### src/rtl/music_pkg.sv
// Shared types and defaults for the note/envelope sequencer.
package music_pkg;

    localparam int unsigned TONE_W_DEF = 16;
    localparam int unsigned AMP_W_DEF  = 16;

    localparam logic [TONE_W_DEF-1:0] TONE_REST = '0;

    typedef enum logic [1:0] {
        IDLE,
        ATTACK,
        SUSTAIN,
        RELEASE
    } env_state_e;

endpackage

### src/rtl/env_tick_gen.sv
// Free-running prescaler: pulses tick once every TICK_DIV clocks.
module env_tick_gen #(
    parameter int unsigned TICK_DIV = 1000
) (
    input  logic clk,
    input  logic reset,
    output logic tick
);

    localparam int unsigned CW = (TICK_DIV > 1) ? $clog2(TICK_DIV) : 1;
    localparam logic [CW-1:0] LAST = CW'(TICK_DIV - 1);

    logic [CW-1:0] cnt_q;

    always_ff @(posedge clk) begin
        if (reset) begin
            cnt_q <= '0;
        end else if (cnt_q == LAST) begin
            cnt_q <= '0;
        end else begin
            cnt_q <= cnt_q + 1'b1;
        end
    end

    assign tick = (cnt_q == LAST);

endmodule

### src/rtl/note_envelope_seq.sv
// Turns the beat index into a sustained note: fetches the tone from the synchronous
// music ROM, detects note changes and shapes amplitude with an attack/sustain/release envelope.
module note_envelope_seq
    import music_pkg::*;
#(
    parameter int unsigned         TONE_W   = TONE_W_DEF,
    parameter int unsigned         AMP_W    = AMP_W_DEF,
    parameter logic [AMP_W-1:0]    AMP_MAX  = 'h7FFF,
    parameter logic [AMP_W-1:0]    ATK_STEP = 'h0400,
    parameter logic [AMP_W-1:0]    REL_STEP = 'h0200,
    parameter int unsigned         TICK_DIV = 1000
) (
    input  logic              clk,
    input  logic              reset,
    input  logic              play_pause,
    input  logic [11:0]       ibeat,
    output logic [11:0]       rom_addr,
    input  logic [TONE_W-1:0] rom_tone,
    output logic [TONE_W-1:0] freq_out,
    output logic [AMP_W-1:0]  amp_out,
    output logic              note_active
);

    env_state_e state_q;
    logic       primed_q, chg1_q, chg2_q, play_q;
    logic       tick;

    env_tick_gen #(
        .TICK_DIV (TICK_DIV)
    ) u_tick (
        .clk   (clk),
        .reset (reset),
        .tick  (tick)
    );

    logic [AMP_W:0]   atk_sum;
    logic             atk_sat;
    logic [AMP_W-1:0] rel_next;
    logic             tone_ev, is_rest, retrig, rest_rel, play_fall, play_rise, sounding;

    assign atk_sum  = {1'b0, amp_out} + {1'b0, ATK_STEP};
    assign atk_sat  = (atk_sum >= {1'b0, AMP_MAX});
    assign rel_next = (amp_out > REL_STEP) ? (amp_out - REL_STEP) : '0;

    assign sounding  = (state_q == ATTACK) || (state_q == SUSTAIN);
    assign tone_ev   = chg2_q && play_pause;
    assign is_rest   = (rom_tone == TONE_W'(TONE_REST));
    assign retrig    = tone_ev && !is_rest && (rom_tone != freq_out);
    assign rest_rel  = tone_ev && is_rest && sounding;
    assign play_fall = play_q && !play_pause && sounding;
    assign play_rise = !play_q && play_pause && (freq_out != '0) && !sounding;

    assign note_active = (state_q != IDLE);

    always_ff @(posedge clk) begin
        if (reset) begin
            rom_addr <= '0;
            primed_q <= 1'b0;
            chg1_q   <= 1'b0;
            chg2_q   <= 1'b0;
            play_q   <= 1'b0;
            freq_out <= '0;
            amp_out  <= '0;
            state_q  <= IDLE;
        end else begin
            rom_addr <= ibeat;
            // First edge after reset forces a fetch so the current beat is replayed.
            chg1_q   <= (ibeat != rom_addr) || !primed_q;
            primed_q <= 1'b1;
            chg2_q   <= chg1_q;
            play_q   <= play_pause;

            if (retrig) begin
                freq_out <= rom_tone;
                amp_out  <= '0;
                state_q  <= ATTACK;
            end else if (rest_rel || play_fall) begin
                state_q <= RELEASE;
            end else if (play_rise) begin
                state_q <= ATTACK;
            end else if (tick) begin
                case (state_q)
                    ATTACK: begin
                        if (atk_sat) begin
                            amp_out <= AMP_MAX;
                            state_q <= SUSTAIN;
                        end else begin
                            amp_out <= atk_sum[AMP_W-1:0];
                        end
                    end
                    RELEASE: begin
                        amp_out <= rel_next;
                        if (rel_next == '0) state_q <= IDLE;
                    end
                    default: ;
                endcase
            end
        end
    end

endmodule

### config.mk
export PLATFORM = sky130hd
export DESIGN_NAME = note_envelope_seq
export DESIGN_NICKNAME = d
export VERILOG_FILES = /design/src/rtl/music_pkg.sv /design/src/rtl/env_tick_gen.sv /design/src/rtl/note_envelope_seq.sv
export SDC_FILE = /design/constraint.sdc
export NUM_CORES = 1
export LEC_CHECK = 0
export ABC_AREA = 1
export CAP_MARGIN = 40
export CORE_MARGIN = 1
export CORE_UTILIZATION = 39
export DETAILED_ROUTE_END_ITERATION = 10
export DONT_BUFFER_PORTS = 1
export GPL_ROUTABILITY_DRIVEN = 1
export PLACE_DENSITY_LB_ADDON = 0.12
export RECOVER_POWER = 25
export SETUP_SLACK_MARGIN = 0.2
export SLEW_MARGIN = 40
export SYNTH_ARGS = -nofsm -noshare
export SYNTH_HDL_FRONTEND = slang
export SYNTH_SLANG_ARGS = --single-unit
### constraint.sdc
create_clock -name clk -period 2.1 [get_ports clk]
set_input_delay 0.42 -clock clk [delete_from_list [all_inputs] [get_ports clk]]
set_output_delay 0.42 -clock clk [all_outputs]
set_load 0.05 [all_outputs]
### Word-level counts from Yosys, hierarchy flattened

Cells that the tools add are included.

| operators by class | value |
|---|---|
| add/sub/neg operators | 3 |
| $mul | 0 |
| div/mod/pow operators | 0 |
| magnitude comparators | 2 |
| equality and inequality tests | 10 |
| shift operators | 0 |
| multiplexer cells | 11 |
| bitwise operators | 2 |
| reductions and logical operators | 32 |

Operator list:

| kind | count |
|---|---|
| logical NOT 16 bit | 2 |
| 2-to-1 mux 16 bit | 2 |
| one-hot mux 16 bit (2 select lines) | 1 |
| adder 16 x 11 -> 17 bit (second input constant) | 1 |
| >= comparator 17 x 15 -> 1 bit (second input constant) | 1 |
| greater-than comparator 16 x 10 -> 1 bit (second input constant) | 1 |
| != test 16 bit | 1 |
| nonzero test 16 bit | 1 |
| subtractor 16 x 10 -> 16 bit (second input constant) | 1 |
| != test 12 bit | 1 |
| AND reduction 4 bit | 3 |
| adder 10 x 1 -> 10 bit (second input constant) | 1 |
| equality test 10 bit (second input constant) | 1 |
| logical AND 1 bit | 10 |
| 2-to-1 mux 2 bit | 5 |
| nonzero test 4 bit | 2 |
| logical NOT 1 bit | 5 |
| != test 5 x 4 -> 1 bit (second input constant) | 1 |
| != test 5 bit (second input constant) | 1 |
| nonzero test 5 bit | 1 |
| equality test 2 bit (second input constant) | 2 |
| != test 4 x 3 -> 1 bit (second input constant) | 1 |
| != test 4 bit (second input constant) | 1 |
| one-hot mux 2 bit (2 select lines) | 1 |
| 7 further kinds | 13 |

| storage, ports and cells | value |
|---|---|
| flip-flop bits (word level) | 60 |
| bits in latches | 0 |
| memory bits (writable) | 0 |
| bits in read-only memories | 0 |
| bits of input ports | 31 |
| output and inout bits | 45 |
| word-level logic and storage cells | 70 |
| memories kept | 0 |

### Depth between registers and ports, before layout

Gate-level depths: netlist (run 1).

| depth | value |
|---|---|
| depth after elaboration | 9 |
| depth in mapped cells | 14 |

### Modules after synthesis

Synthesis (run 1) repeated with hierarchy kept, for this count alone.

| unflattened totals | value |
|---|---|
| cells, all modules | 538 |
| area total of the unflattened synthesis | 3490.8 µm² |

By module, submodules not included:

| module | instances | cells an instance | area each (µm²) |
|---|---|---|---|
| note_envelope_seq | 1 | 476 | 3034.2 |
| env_tick_gen | 1 | 62 | 456.7 |

### Worst setup path before layout (run 1)

No wires, ideal clock.

| timing path | value |
|---|---|
| kind | register -> register |
| start | register amp_out[10] |
| end | register state_q[0] |
| library setup time | 0.136 ns |
| arrival | 2.155 ns |
| data required time | 1.964 ns |
| slack | -0.192 ns |
| cell stages (with the launch flop) | 13 |
| path buffers | 0 |
| path through | dfxtp_1 > inv_1 > ha_1 > nand2_1 > nand4_1 > nand2_2 > a21oi_1 > nor2_1 > nand3_1 > nand2_1 > nand3_1 > nand2_1 > a21oi_1 |

| on the way | value |
|---|---|
| cells in the longest elaborated chain, start to end | 5 |
| elaborated cells between the ends (all ways) | 9 |

RTL lines:

| what | RTL line | source |
|---|---|---|
| start, declared | note_envelope_seq.sv:20 | `output logic [AMP_W-1:0] amp_out,` |
| start signal, assigned | note_envelope_seq.sv:88 | `amp_out <= atk_sum[AMP_W-1:0];` |
| start signal, assigned | note_envelope_seq.sv:92 | `amp_out <= rel_next;` |
| branches (longest 4 deep; another with adder 16 x 11 -> 17 bit) | - |  |
| AND reduction 4 bit (no source line) * | - |  |
| end signal, assigned | note_envelope_seq.sv:64 | `state_q <= IDLE;` |
| end signal, assigned | note_envelope_seq.sv:86 | `state_q <= SUSTAIN;` |
| end signal, assigned | note_envelope_seq.sv:93 | `if (rel_next == '0) state_q <= IDLE;` |
| end, declared | note_envelope_seq.sv:24 | `env_state_e state_q;` |

Every way passes the cells marked *.
A chain may end at the register's enable or synchronous reset.

### Worst setup path after layout (run 1)

| timing path | value |
|---|---|
| start | register amp_out[11] |
| end | register state_q[1] |

| on the way | value |
|---|---|
| cells in the longest elaborated chain, start to end | 5 |
| elaborated cells between the ends (all ways) | 9 |

RTL lines:

| what |
|---|
| branches (longest 4 deep; another with adder 16 x 11 -> 17 bit) |
| AND reduction 4 bit (no source line) * |

Marked as above.

==> results.yml, run 1 <==
place:
  portBuffers: 0
  place_congestion: 0.896
  dp.final_hpwl_mm: 6.40
  dp_slack_ns: 0.162
final_layout:
  fin_nets: 587
  final_cell_mix: "nor2_1 (107), nand2_1 (83), dfxtp_1 (54)"
  syn2layout_area_growth_pct: 26.0
  final_common_cell: "nor2_1"
  layout-drive-gt1-share_pct: 20.9
  diodes: 0
  final_core_util_pct: 50.7
  n_fill_cell: 842
global_routing:
  grt-ovfl-total: 0
  grt_pass1_wl_mm: 13.9
  grt_pass1_vias: 3045
  grt_max_degree: 20
  antenna_found_initial: 0
  grt_usage_pct: 20.1
die:
  io_pins: 76
  num_rows: 33
  fp.dieArea_mm2: 0.00881
  die_w_um: 93.8
  start_util_pct: 40.2
  fp.dieH_um: 93.8
  coreArea_mm2: 0.00818
worst_setup_path:
  crit_path_start_kind: "flop"
  worstSetupPathType: "reg -> reg"
  r2r_cells: 12
  reg2reg_from: "amp_out[11]"
  cp_max_fo: 7
  regToRegSetupSlack_ns: 0.23
  timing.rr.end: "state_q[1]"
  critPathRequiredTime_ns: 2.32
  cp.arrival_ns: 2.08
  worstSetupEndpointType: "flop"
sta:
  finalSetupViolCount: 0
  setup_ws_ns: 0.234
  min_period_ns: 1.87
  worst_slew_pin_slew_ns: 0.735
  tns_ns: 0
  fmax_mhz: 536
  finalHoldViolations: 0
  clock_skew_ns: 0.0119
  finalMaxSlewViolations: 0
  hold_ws_ns: 0.136
  timing.final.crit_share_pct: 88.9
  rsz0062_at_grt: "true"
  slew_headroom_pct: 51.0
logic_synthesis:
  synth-main-ff-cell: "dfxtp_1"
  yosys_warnings: 0
  async_flop_share_pct: 0
  synth-seq-cells: 60
  synth.distinct_cells: 38
  syn_avg_cell_area_um2: 6.75
  synth_top_area_share_pct: 36.5
  yosysTopAreaCell: "dfxtp_1"
  syn_area_mm2: 0.00329
  synthesis.nets: 529
  syn_inst: 487
  synth_edf_count: 0
  seq_area_frac_synth_pct: 36.5
  synthTopCellsByArea: "dfxtp_1 (37%), nor2_1 (13%), nand2_1 (10%)"
status:
  status: "complete, no violations"
power:
  power_density_mw_per_mm2: 628
  p_total_mw: 2.60
  p_leak_nw: 1.79
  ir_drop_v: 0.000364
min_path:
  min_path_type: "in -> reg"
  holdPathStages: 1
  worstHoldStart: "reset"
  holdPathEnd: "state_q[0]"
clocking:
  cts.sinks: 60
  htree_levels: 3
  clk_pin_slew_ns: 0.07
  cts_made_buffers: 9
  cts_buffer_depth: 2
  hold_buffers: 0
  cts_tree: "done"
  clkLatencyLatePin_ns: 0.34
  cts_root_buf: "clkbuf_8"
routing:
  drc: 0
  routedWlPerCell_um: 13.4
  drtIter0Drc: 119
  finalWirelength_mm: 8.79
  route.vias.total: 3292
  postRouteAntennaNets: 0
  drtPass1Iterations: 5
  vias_per_cell: 5.03
run:
  cap_violations: 0
registers in the layout (all words and copies together) (netlist names):
name and count:
chg1_q 1, freq_out 16, play_q 1, rom_addr 12, amp_out 16, u_tick.cnt_q 10, chg2_q 1, primed_q 1
state_q 2
worst max-delay path: stages, from the launching register on:
cell,delay (ns)
dfxtp_4,0.37
clkinvlp_4,0.11
ha_4,0.18
nand2_4,0.08
nand4_1,0.25
nand3_1,0.20
nand2_1,0.08
nor2_1,0.10
nand3_1,0.08
nand2_1,0.09
nand3_1,0.07
nand2_1,0.07
a21oi_1,0.06
routing by layer:
metal | GRT usage, % | part of all wire [%]
met1 | 24.1 | 44
met2 | 33.4 | 49
met3 | 4.29 | 5.3
met4 | 10.6 | 1.7
met5 | 0 | 0
worst max-delay path by stage:
stage                   to        start  slack (ns)
2_1_floorplan   state_q[0]  amp_out[10]        0.19
3_3_place_gp   amp_out[13]   state_q[0]        0.19
3_5_place_dp    state_q[1]  amp_out[10]        0.16
4_1_cts         state_q[1]  amp_out[10]        0.19
5_1_grt         state_q[0]  amp_out[11]        0.06
6_report        state_q[1]  amp_out[11]        0.23
stage by stage:
step | std cells | area [um2]
4_1_cts | 647 | 3950
5_1_grt | 655 | 4140
6_report | 655 | 4140
3_3_place_gp | 629 | 3730
2_1_floorplan | 487 | 3300
3_5_place_dp | 629 | 3730
area by class of cell:
type | instances | area (um2) | area share, %
clock inverters | 7 | 75.1 | 1.81
multi-input cells | 368 | 2030 | 48.9
well taps | 105 | 131 | 3.17
repair buffers | 53 | 364 | 8.79
clock buffers | 9 | 124 | 2.99
flip-flops and latches | 60 | 1220 | 29.3
inverters | 53 | 208 | 5.01
synth_stat cells, types with 4 or more instances:
cell type  number
xnor2_1        13
o21ai_0        31
dfxtp_1        60
clkbuf_1        4
nand2_2         5
nor2_1        110
ha_1           11
nor3_1          8
xor2_1          7
nand3_1        24
nand2_1        89
inv_1          49
inv_2           4
nand4_1        10
a21oi_1        26
repair_timing:
item                       CTS  global route
setup buffers                2             8
setup endpoints to repair   12            18
pin swaps                    2            12
resized for setup            3            43
kinds of logic after synthesis:
| group | synth area share (%) |
|---|---|
| simple gates | 35.0 |
| xor+xnor | 5.33 |
| buf+inv | 6.81 |
| compound gates | 12.1 |
| flops | 36.5 |
| fa+ha+maj | 4.18 |
power by group:
part | internal [mW] | switching, mW | total (mW)
Sequential | 1.18 | 0.0583 | 1.23
Combinational | 0.110 | 0.212 | 0.322
Clock | 0.553 | 0.494 | 1.05
Note: power is estimated with default switching activity, not from simulation.
==> run 2, diff against run 1 <==
Settings changed: CAP_MARGIN 40 to 10.
==> results of run 2 <==
Same layout as run 1: the final DEF is identical, and so are final timing and power.
